[src/rtl/trap_pkg.sv]
// Shared types for the trapezoid peak detector: sample width, FSM states, the
// event record carried through the output slot, and a saturating increment.
package trap_pkg;

  localparam int SAMPLE_W = 14;
  localparam int CNT_W    = 16;
  localparam int TS_W_MAX = 32;

  typedef enum logic [1:0] {
    IDLE,
    ARMED,
    HOLDOFF
  } state_e;

  typedef struct packed {
    logic [SAMPLE_W-1:0] amp;
    logic [TS_W_MAX-1:0] ts;
    logic [CNT_W-1:0]    width;
    logic                pileup;
  } evt_rec_t;

  function automatic logic [CNT_W-1:0] sat_inc(input logic [CNT_W-1:0] v);
    return (v == '1) ? v : v + CNT_W'(1);
  endfunction

endpackage

[src/rtl/event_slot.sv]
// Single-entry valid/ready output register. A load that arrives while the slot is
// full and not being drained is discarded and flagged on the combinational drop pulse.
module event_slot
  import trap_pkg::*;
(
  input  logic     clk,
  input  logic     rst,
  input  logic     load,
  input  evt_rec_t load_rec,
  input  logic     ready,
  output logic     valid,
  output evt_rec_t rec,
  output logic     drop
);

  logic can_load;

  // A full slot may still take a new record on the edge its current one is accepted.
  assign can_load = ~valid | ready;
  assign drop     = load & ~can_load;

  always_ff @(posedge clk or posedge rst) begin
    if (rst) begin
      valid <= 1'b0;
      rec   <= '0;
    end else if (load && can_load) begin
      valid <= 1'b1;
      rec   <= load_rec;
    end else if (ready) begin
      valid <= 1'b0;
    end
  end

endmodule

[src/rtl/trapezoid_peak_detector.sv]
// Arms on threshold crossings of the filtered sample stream, tracks peak/timestamp/width
// and emits one record per pulse. Optional pile-up cut-off: define TRAP_PEAK_PILEUP_EN.
module trapezoid_peak_detector
  import trap_pkg::*;
#(
  parameter int HYST      = 16,
  parameter int TS_W      = 32,
  parameter int MAX_WIDTH = 1024
) (
  input  logic                clk,
  input  logic                rst,
  input  logic [SAMPLE_W-1:0] sample,
  input  logic                sample_valid,
  input  logic [SAMPLE_W-1:0] threshold,
  output logic                evt_valid,
  input  logic                evt_ready,
  output logic [SAMPLE_W-1:0] evt_amp,
  output logic [TS_W-1:0]     evt_ts,
  output logic [CNT_W-1:0]    evt_width,
  output logic                evt_pileup,
  output logic [CNT_W-1:0]    drop_cnt
);

  localparam logic signed [SAMPLE_W:0] HYST_EXT = (SAMPLE_W+1)'(HYST);
`ifdef TRAP_PEAK_PILEUP_EN
  localparam logic [CNT_W-1:0] PILE_W = CNT_W'(MAX_WIDTH);
`endif

  state_e                     state;
  logic [TS_W-1:0]            ts;
  logic signed [SAMPLE_W-1:0] peak;
  logic [TS_W-1:0]            peak_ts;
  logic [CNT_W-1:0]           width;

  logic signed [SAMPLE_W:0]   s_ext;
  logic signed [SAMPLE_W:0]   thr_lo;
  logic                       at_thr;
  logic                       above_lo;
  logic signed [SAMPLE_W-1:0] peak_nxt;
  logic [TS_W-1:0]            peak_ts_nxt;
  logic [CNT_W-1:0]           width_inc;
  logic                       emit;
  logic                       pileup_hit;
  evt_rec_t                   rec;
  evt_rec_t                   slot_rec;
  logic                       drop;

  // NOTE: every always_comb output gets a default first so no path can infer a latch.
  always_comb begin
    s_ext       = {sample[SAMPLE_W-1], sample};
    // Widened by one bit so threshold - HYST never wraps for negative thresholds.
    thr_lo      = $signed({threshold[SAMPLE_W-1], threshold}) - HYST_EXT;
    at_thr      = $signed(sample) >= $signed(threshold);
    above_lo    = s_ext >= thr_lo;
    peak_nxt    = peak;
    peak_ts_nxt = peak_ts;
    width_inc   = sat_inc(width);
    emit        = 1'b0;
    pileup_hit  = 1'b0;

    if (sample_valid && state == ARMED) begin
      if ($signed(sample) > peak) begin
        peak_nxt    = $signed(sample);
        peak_ts_nxt = ts;
      end
      if (!above_lo) begin
        emit = 1'b1;
`ifdef TRAP_PEAK_PILEUP_EN
      end else if (width_inc == PILE_W) begin
        emit       = 1'b1;
        pileup_hit = 1'b1;
`endif
      end
    end

    rec.amp    = peak_nxt;
    rec.ts     = TS_W_MAX'(peak_ts_nxt);
    rec.width  = pileup_hit ? width_inc : width;
    rec.pileup = pileup_hit;
  end

  // NOTE: sequential state uses non-blocking assignments so every register sees pre-edge values.
  always_ff @(posedge clk or posedge rst) begin
    if (rst) begin
      state    <= IDLE;
      ts       <= '0;
      peak     <= '0;
      peak_ts  <= '0;
      width    <= '0;
      drop_cnt <= '0;
    end else begin
      ts <= ts + TS_W'(1);
      if (drop) drop_cnt <= sat_inc(drop_cnt);

      if (sample_valid) begin
        case (state)
          IDLE: begin
            if (at_thr) begin
              state   <= ARMED;
              peak    <= $signed(sample);
              peak_ts <= ts;
              width   <= CNT_W'(1);
            end
          end
          ARMED: begin
            peak    <= peak_nxt;
            peak_ts <= peak_ts_nxt;
            if (!emit) width <= width_inc;
`ifdef TRAP_PEAK_PILEUP_EN
            if (emit) state <= pileup_hit ? HOLDOFF : IDLE;
          end
          HOLDOFF: begin
            if (!above_lo) state <= IDLE;
`else
            if (emit) state <= IDLE;
`endif
          end
          default: state <= IDLE;
        endcase
      end
    end
  end

  event_slot u_slot (
    .clk      (clk),
    .rst      (rst),
    .load     (emit),
    .load_rec (rec),
    .ready    (evt_ready),
    .valid    (evt_valid),
    .rec      (slot_rec),
    .drop     (drop)
  );

  assign evt_amp    = slot_rec.amp;
  assign evt_ts     = slot_rec.ts[TS_W-1:0];
  assign evt_width  = slot_rec.width;
  assign evt_pileup = slot_rec.pileup;

endmodule

[config.mk]
export PLATFORM = sky130hd
export DESIGN_NAME = trapezoid_peak_detector
export DESIGN_NICKNAME = d
export VERILOG_FILES = /design/src/rtl/trap_pkg.sv /design/src/rtl/event_slot.sv /design/src/rtl/trapezoid_peak_detector.sv
export SDC_FILE = /design/constraint.sdc
export NUM_CORES = 1
export LEC_CHECK = 0
export ABC_AREA = 1
export CORE_ASPECT_RATIO = 1.4
export CORE_MARGIN = 4
export CORE_UTILIZATION = 30
export CTS_CLUSTER_DIAMETER = 100
export CTS_CLUSTER_SIZE = 16
export DETAILED_ROUTE_END_ITERATION = 10
export GPL_TIMING_DRIVEN = 1
export SYNTH_ARGS = -nofsm -noshare
export SYNTH_HDL_FRONTEND = slang
export SYNTH_SLANG_ARGS = --single-unit
[constraint.sdc]
create_clock -name clk -period 9.3 [get_ports clk]
set_clock_uncertainty 0.2 [all_clocks]
set_input_delay 1.86 -clock clk [delete_from_list [all_inputs] [get_ports clk]]
set_output_delay 1.86 -clock clk [all_outputs]
set_load 0.05 [all_outputs]
After elaboration in Yosys (flattened, before gate mapping):

Cells that the tools add are included.

* add/subtract/negate cells: 4
* $lt $le $gt $ge: 3
* equality and inequality tests: 7
* muxes and demuxes: 19
* bitwise gates (word level): 5
* reductions and logical operators: 9

Operators with widths (count)
* 32-bit two-way mux: 3
* 32-bit case mux with 2 select lines: 1
* 16-bit two-way mux: 3
* 14-bit two-way mux: 3
* 16-bit by 1-bit adder with 16-bit output, second input constant: 2
* 32-bit by 1-bit adder with 32-bit output, second input constant: 1
* 16-bit equality test, second input constant: 2
* 16-bit case mux with 2 select lines: 1
* 14-bit case mux with 2 select lines: 1
* 14-bit by 15-bit >= comparator with 1-bit output: 1
* 14-bit by 6-bit subtractor with 15-bit output, second input constant: 1
* 14-bit >= comparator: 1
* 14-bit greater-than comparator: 1
* 2-bit inequality test, second input constant: 3
* 3-bit AND reduction: 2
* 5-bit AND reduction: 1
* 1-bit two-way mux: 4
* 2-bit two-way mux: 2
* 2-bit case mux with 2 select lines: 1
* 2-bit nonzero test: 2
* 1-bit NOT: 3
* 2-bit by 1-bit equality test with 1-bit output, second input constant: 1
* 1-bit logical AND: 2
* 2-bit logical NOT: 1
* 4 further kinds: 4

* register bits: 175
* input bits: 32
* output and inout port bits: 80

Depth between registers and ports, before layout:

* depth in word-level cells: 6
* depth in mapped cells: 21
* mapped depth without buffers: 20

Hierarchy:

A second synthesis with hierarchy kept.

* cell total of the unflattened synthesis: 1378
* area, all modules: 10417.5 µm²

By module, submodules not included
* trapezoid_peak_detector: instances 1, cells an instance 1098, area each 7831.3 µm², sequential area each 2777.7 µm²
* event_slot: instances 1, cells an instance 280, area each 2586.2 µm², sequential area each 1601.5 µm²

Worst setup path after synthesis:

Ideal clock, no wire load.

* kind: in2reg
* start point: in threshold[4]
* end point: reg u_slot.rec[10] (netlist bit)
* setup time: 0.118 ns
* arrival time: 4.210 ns
* data required time: 8.982 ns
* path slack: 4.772 ns
* stages: 19
* path buffers: 1
* path through: inv_1 -> ha_1 -> nand3_1 -> nor3_1 -> nand2_1 -> nor2_1 -> a21oi_1 -> ha_1 -> a21oi_1 -> o21ai_0 -> a21oi_2 -> nand2_1 -> nand2_1 -> inv_2 -> nor2_8 -> nand3_4 -> buf_6 -> nand2_1 -> nand2_1

* cells in the longest elaborated chain, start to end: 5

Ends and longest elaborated chain
* start: declaration: RTL line trapezoid_peak_detector.sv:14 `input logic [SAMPLE_W-1:0] threshold,`
* 14-bit by 6-bit subtractor with 15-bit output: RTL line trapezoid_peak_detector.sv:52 `thr_lo = $signed({threshold[SAMPLE_W-1], threshold}) - HYST_EXT;`
* 14-bit by 15-bit >= comparator with 1-bit output: RTL line trapezoid_peak_detector.sv:54 `above_lo = s_ext >= thr_lo;`
* 1-bit two-way mux: RTL line trapezoid_peak_detector.sv:66 `if (!above_lo) begin`
* 1-bit two-way mux: RTL line trapezoid_peak_detector.sv:61 `if (sample_valid && state == ARMED) begin`
* 1-bit logical AND: RTL line event_slot.sv:26 `end else if (load && can_load) begin`
* end signal: assignment: RTL line event_slot.sv:28 `rec <= load_rec;`
* end: declaration: RTL line event_slot.sv:12 `output evt_rec_t rec,`

Every way passes these cells.
A chain may end at the register's enable or synchronous reset.

Final worst setup path:

* start point: in threshold[4]
* end point: reg u_slot.rec[19] (netlist bit)

Same word-level chain as after synthesis.

==> results.json <==
{
  "seqPwrFrac_pct": 33.6,
  "switching_power_mw": 1.493,
  "p_clk_share_pct": 20.8,
  "ys_warn_count": 0,
  "grt_overflow": 0,
  "dpl.hpwl_mm": 19.02,
  "hold_buffers": 0,
  "synthTopCellsByArea": "dfrtp_1 42%, nand2_1 21%, ha_1 5.1%, xor2_1 4.9%, nand3_1 4.6%",
  "dpl_cell_area_um2": 11800,
  "syn_nets": 1489,
  "gp_congestion": 0.8889,
  "synth_edf_count": 0,
  "slew_viol_final": 0,
  "routed_via_density": 4.760,
  "ys.flop_type": "dfrtp_1",
  "clk_pin_slew_ns": 0.06,
  "met1_usage_pct": 17.45,
  "clock-sinks": 174,
  "vias": 9286,
  "post-cts-setup-buffers": 0,
  "synth.avg_cell_area_um2": 7.399,
  "grt_pass1_wl_mm": 47.06,
  "postSynthCellCount": 1414,
  "ys_ff_latch": 174,
  "die_area_um2": 37970,
  "min_period_ns": 6.228,
  "worst_slack_ns": 3.072,
  "htree_levels": 4,
  "cts_buffers": 17,
  "design_area_um2": 12340,
  "dp_slack_ns": 2.532,
  "cts.path.max_buffers": 2,
  "synth_common_cells": "597 x nand2_1, 174 x dfrtp_1, 104 x nor2_1, 102 x inv_1, 96 x nand3_1",
  "insertedDiodeCount": 0,
  "outcome": "completed",
  "period_share_pct": 66.96,
  "area_growth_pct": 17.97,
  "drt-total-wl_mm": 28.47,
  "crit_required_ns": 9.48,
  "total_power_mw": 3.284,
  "finalHoldViolations": 0,
  "clk_latency_ns": 0.45,
  "startpoint_type": "input pin",
  "synth-async-reset-ratio_pct": 100.0,
  "synth.most_common_cell": "nand2_1",
  "p_per_area_nw_per_um2": 266.1,
  "crit_fanout": 34,
  "synth_cell_types": 39,
  "drive_above_1_share_pct": 4.467,
  "setup_viol": 0,
  "worst_slew_pin_slew_ns": 1.157,
  "grt_usage_pct": 15.00,
  "antenna_found_initial": 0,
  "final_net_count": 1562,
  "endpoint_kind": "flop",
  "fillers": 3597,
  "grt.met3_usage_pct": 3.097,
  "grt_max_degree": 100,
  "tns_ns": 0,
  "top_usage_layer": "met2",
  "intPower_mw": 1.791,
  "cts_tree": "built",
  "wl_per_cell_um": 14.59,
  "drt_iter0_drc": 630,
  "synth_top_area_share_pct": 41.62,
  "core_um2": 34230,
  "grt_pass1_vias": 9240,
  "synth_top_area_cell": "dfrtp_1",
  "syn_area_um2": 10460,
  "yosysSeqAreaShare_pct": 41.62,
  "path_class": "in -> reg",
  "die_width_um": 165.8,
  "fp-row-count": 80,
  "portBuffers": 110,
  "drc_errors": 0,
  "ant_nets": 0,
  "cts-root-buf": "clkbuf_16",
  "fmax_ghz": 0.1606,
  "slew-limit-headroom_pct": 22.75,
  "io_pins": 112,
  "arrival_ns": 6.41,
  "initial_core_util_pct": 30.56,
  "vdd_drop_max_uv": 146.1,
  "drt_first_pass_iters": 5,
  "hold_class": "reg -> reg",
  "postCtsResizedCells": 0,
  "drv_cap": 0,
  "comb_power_share_pct": 45.6,
  "grt_use_met2_pct": 27.02,
  "rsz0062_at_grt": "false",
  "power.leakage_nw": 6.355,
  "hold_ws_ns": 0.2778,
  "p_sw_share_pct": 45.46,
  "die_h_um": 229.0
}
## metal layers
metal	wire length (µm)	up-vias
li1	-	4648
met1	12020	4402
met2	14530	197
met3	1202	39
met4	717	0
met5	0	-
## worst max-delay path, cell delays in order
cell and delay (ns):
clkdlybuf4s50_1 0.43, inv_1 0.12, ha_1 0.20, nand3_1 0.13
nor3_1 0.27, nand2_1 0.09, nor2_1 0.16, a21oi_1 0.10
ha_1 0.34, a21oi_1 0.16, o21ai_0 0.13, a21oi_2 0.16
nand2_1 0.07, nand2_1 0.10, nand4_2 0.54, nor2_4 0.91
buf_4 0.44, nand2_1 0.10, nand2_1 0.07
## through the flow
| stage | utilization [%] | cells |
|---|---|---|
| 5_1_grt | 36.06 | 1951 |
| 2_1_floorplan | - | 1414 |
| 4_1_cts | 36.06 | 1951 |
| 6_report | 36.06 | 1951 |
| 3_5_place_dp | 34.47 | 1919 |
| 3_3_place_gp | 34.47 | 1919 |
## flip-flops by register name (all words and copies together), names as in the netlist
name,count
u_slot.rec,62
peak,14
width,16
ts,32
peak_ts,32
u_slot.valid,1
state,1
drop_cnt,16
## final cells by class
cell class | count | area [µm²] | area share, %
tap | 451 | 564.3 | 4.572
inverter | 106 | 402.9 | 3.264
clock buffer | 20 | 446.7 | 3.619
sequential | 174 | 4355 | 35.29
clock inverter | 12 | 96.34 | 0.7805
multi-input combinational | 1070 | 5316 | 43.07
timing repair buffer | 118 | 1161 | 9.407
## placed cells by master (no fill, tap or decap), types with 5 or more instances in the layout
cell               n
clkbuf_16         17
nand3_1           96
nor3_1            21
ha_1              43
buf_4              8
inv_1            101
clkinv_2           7
nor2_1           104
nand2_1          597
clkdlybuf4s50_1  110
a21oi_1           34
nor3_2             5
xor2_1            59
xnor2_1            5
nand4_1           74
dfrtp_1          173
## cell families (layout without fill, tap and decap cells)
family | Yosys count | after routing | synth area share (%)
compound gates | 41 | 41 | 2.165
xor+xnor | 64 | 64 | 5.358
fa+ha+maj | 43 | 43 | 5.142
buf+inv | 170 | 256 | 7.677
flops | 174 | 174 | 41.62
other cells | 1 | 1 | 0.03584
simple gates | 921 | 921 | 38.01
## path summary, 6_finish.rpt
path / start / to / slack, ns / depth (start not counted)
setup / recovery: threshold[4] / u_slot.rec[19] / 3.07 / 19
hold / removal: peak_ts[10] / peak_ts[10] / 0.28 / 2
setup reg to reg: state[0] / u_slot.rec[19] / 5.11 / 8
hold reg to reg: peak_ts[10] / peak_ts[10] / 0.28 / 2
max in group asynchronous: rst / ts[24] / 5.54 / 3
min in group asynchronous: rst / u_slot.rec[39] / 1.78 / 2
## power groups by stage
stage,clock network [mW],logic [mW],registers (mW)
3_3_place_gp,0,1.50,1.11
6_report,0.682,1.50,1.10
5_1_grt,0.731,1.66,1.13
2_1_floorplan,0,0.756,1.43
3_5_place_dp,0,1.52,1.11
4_1_cts,0.704,1.52,1.11
(Power assumes the default switching activity.)
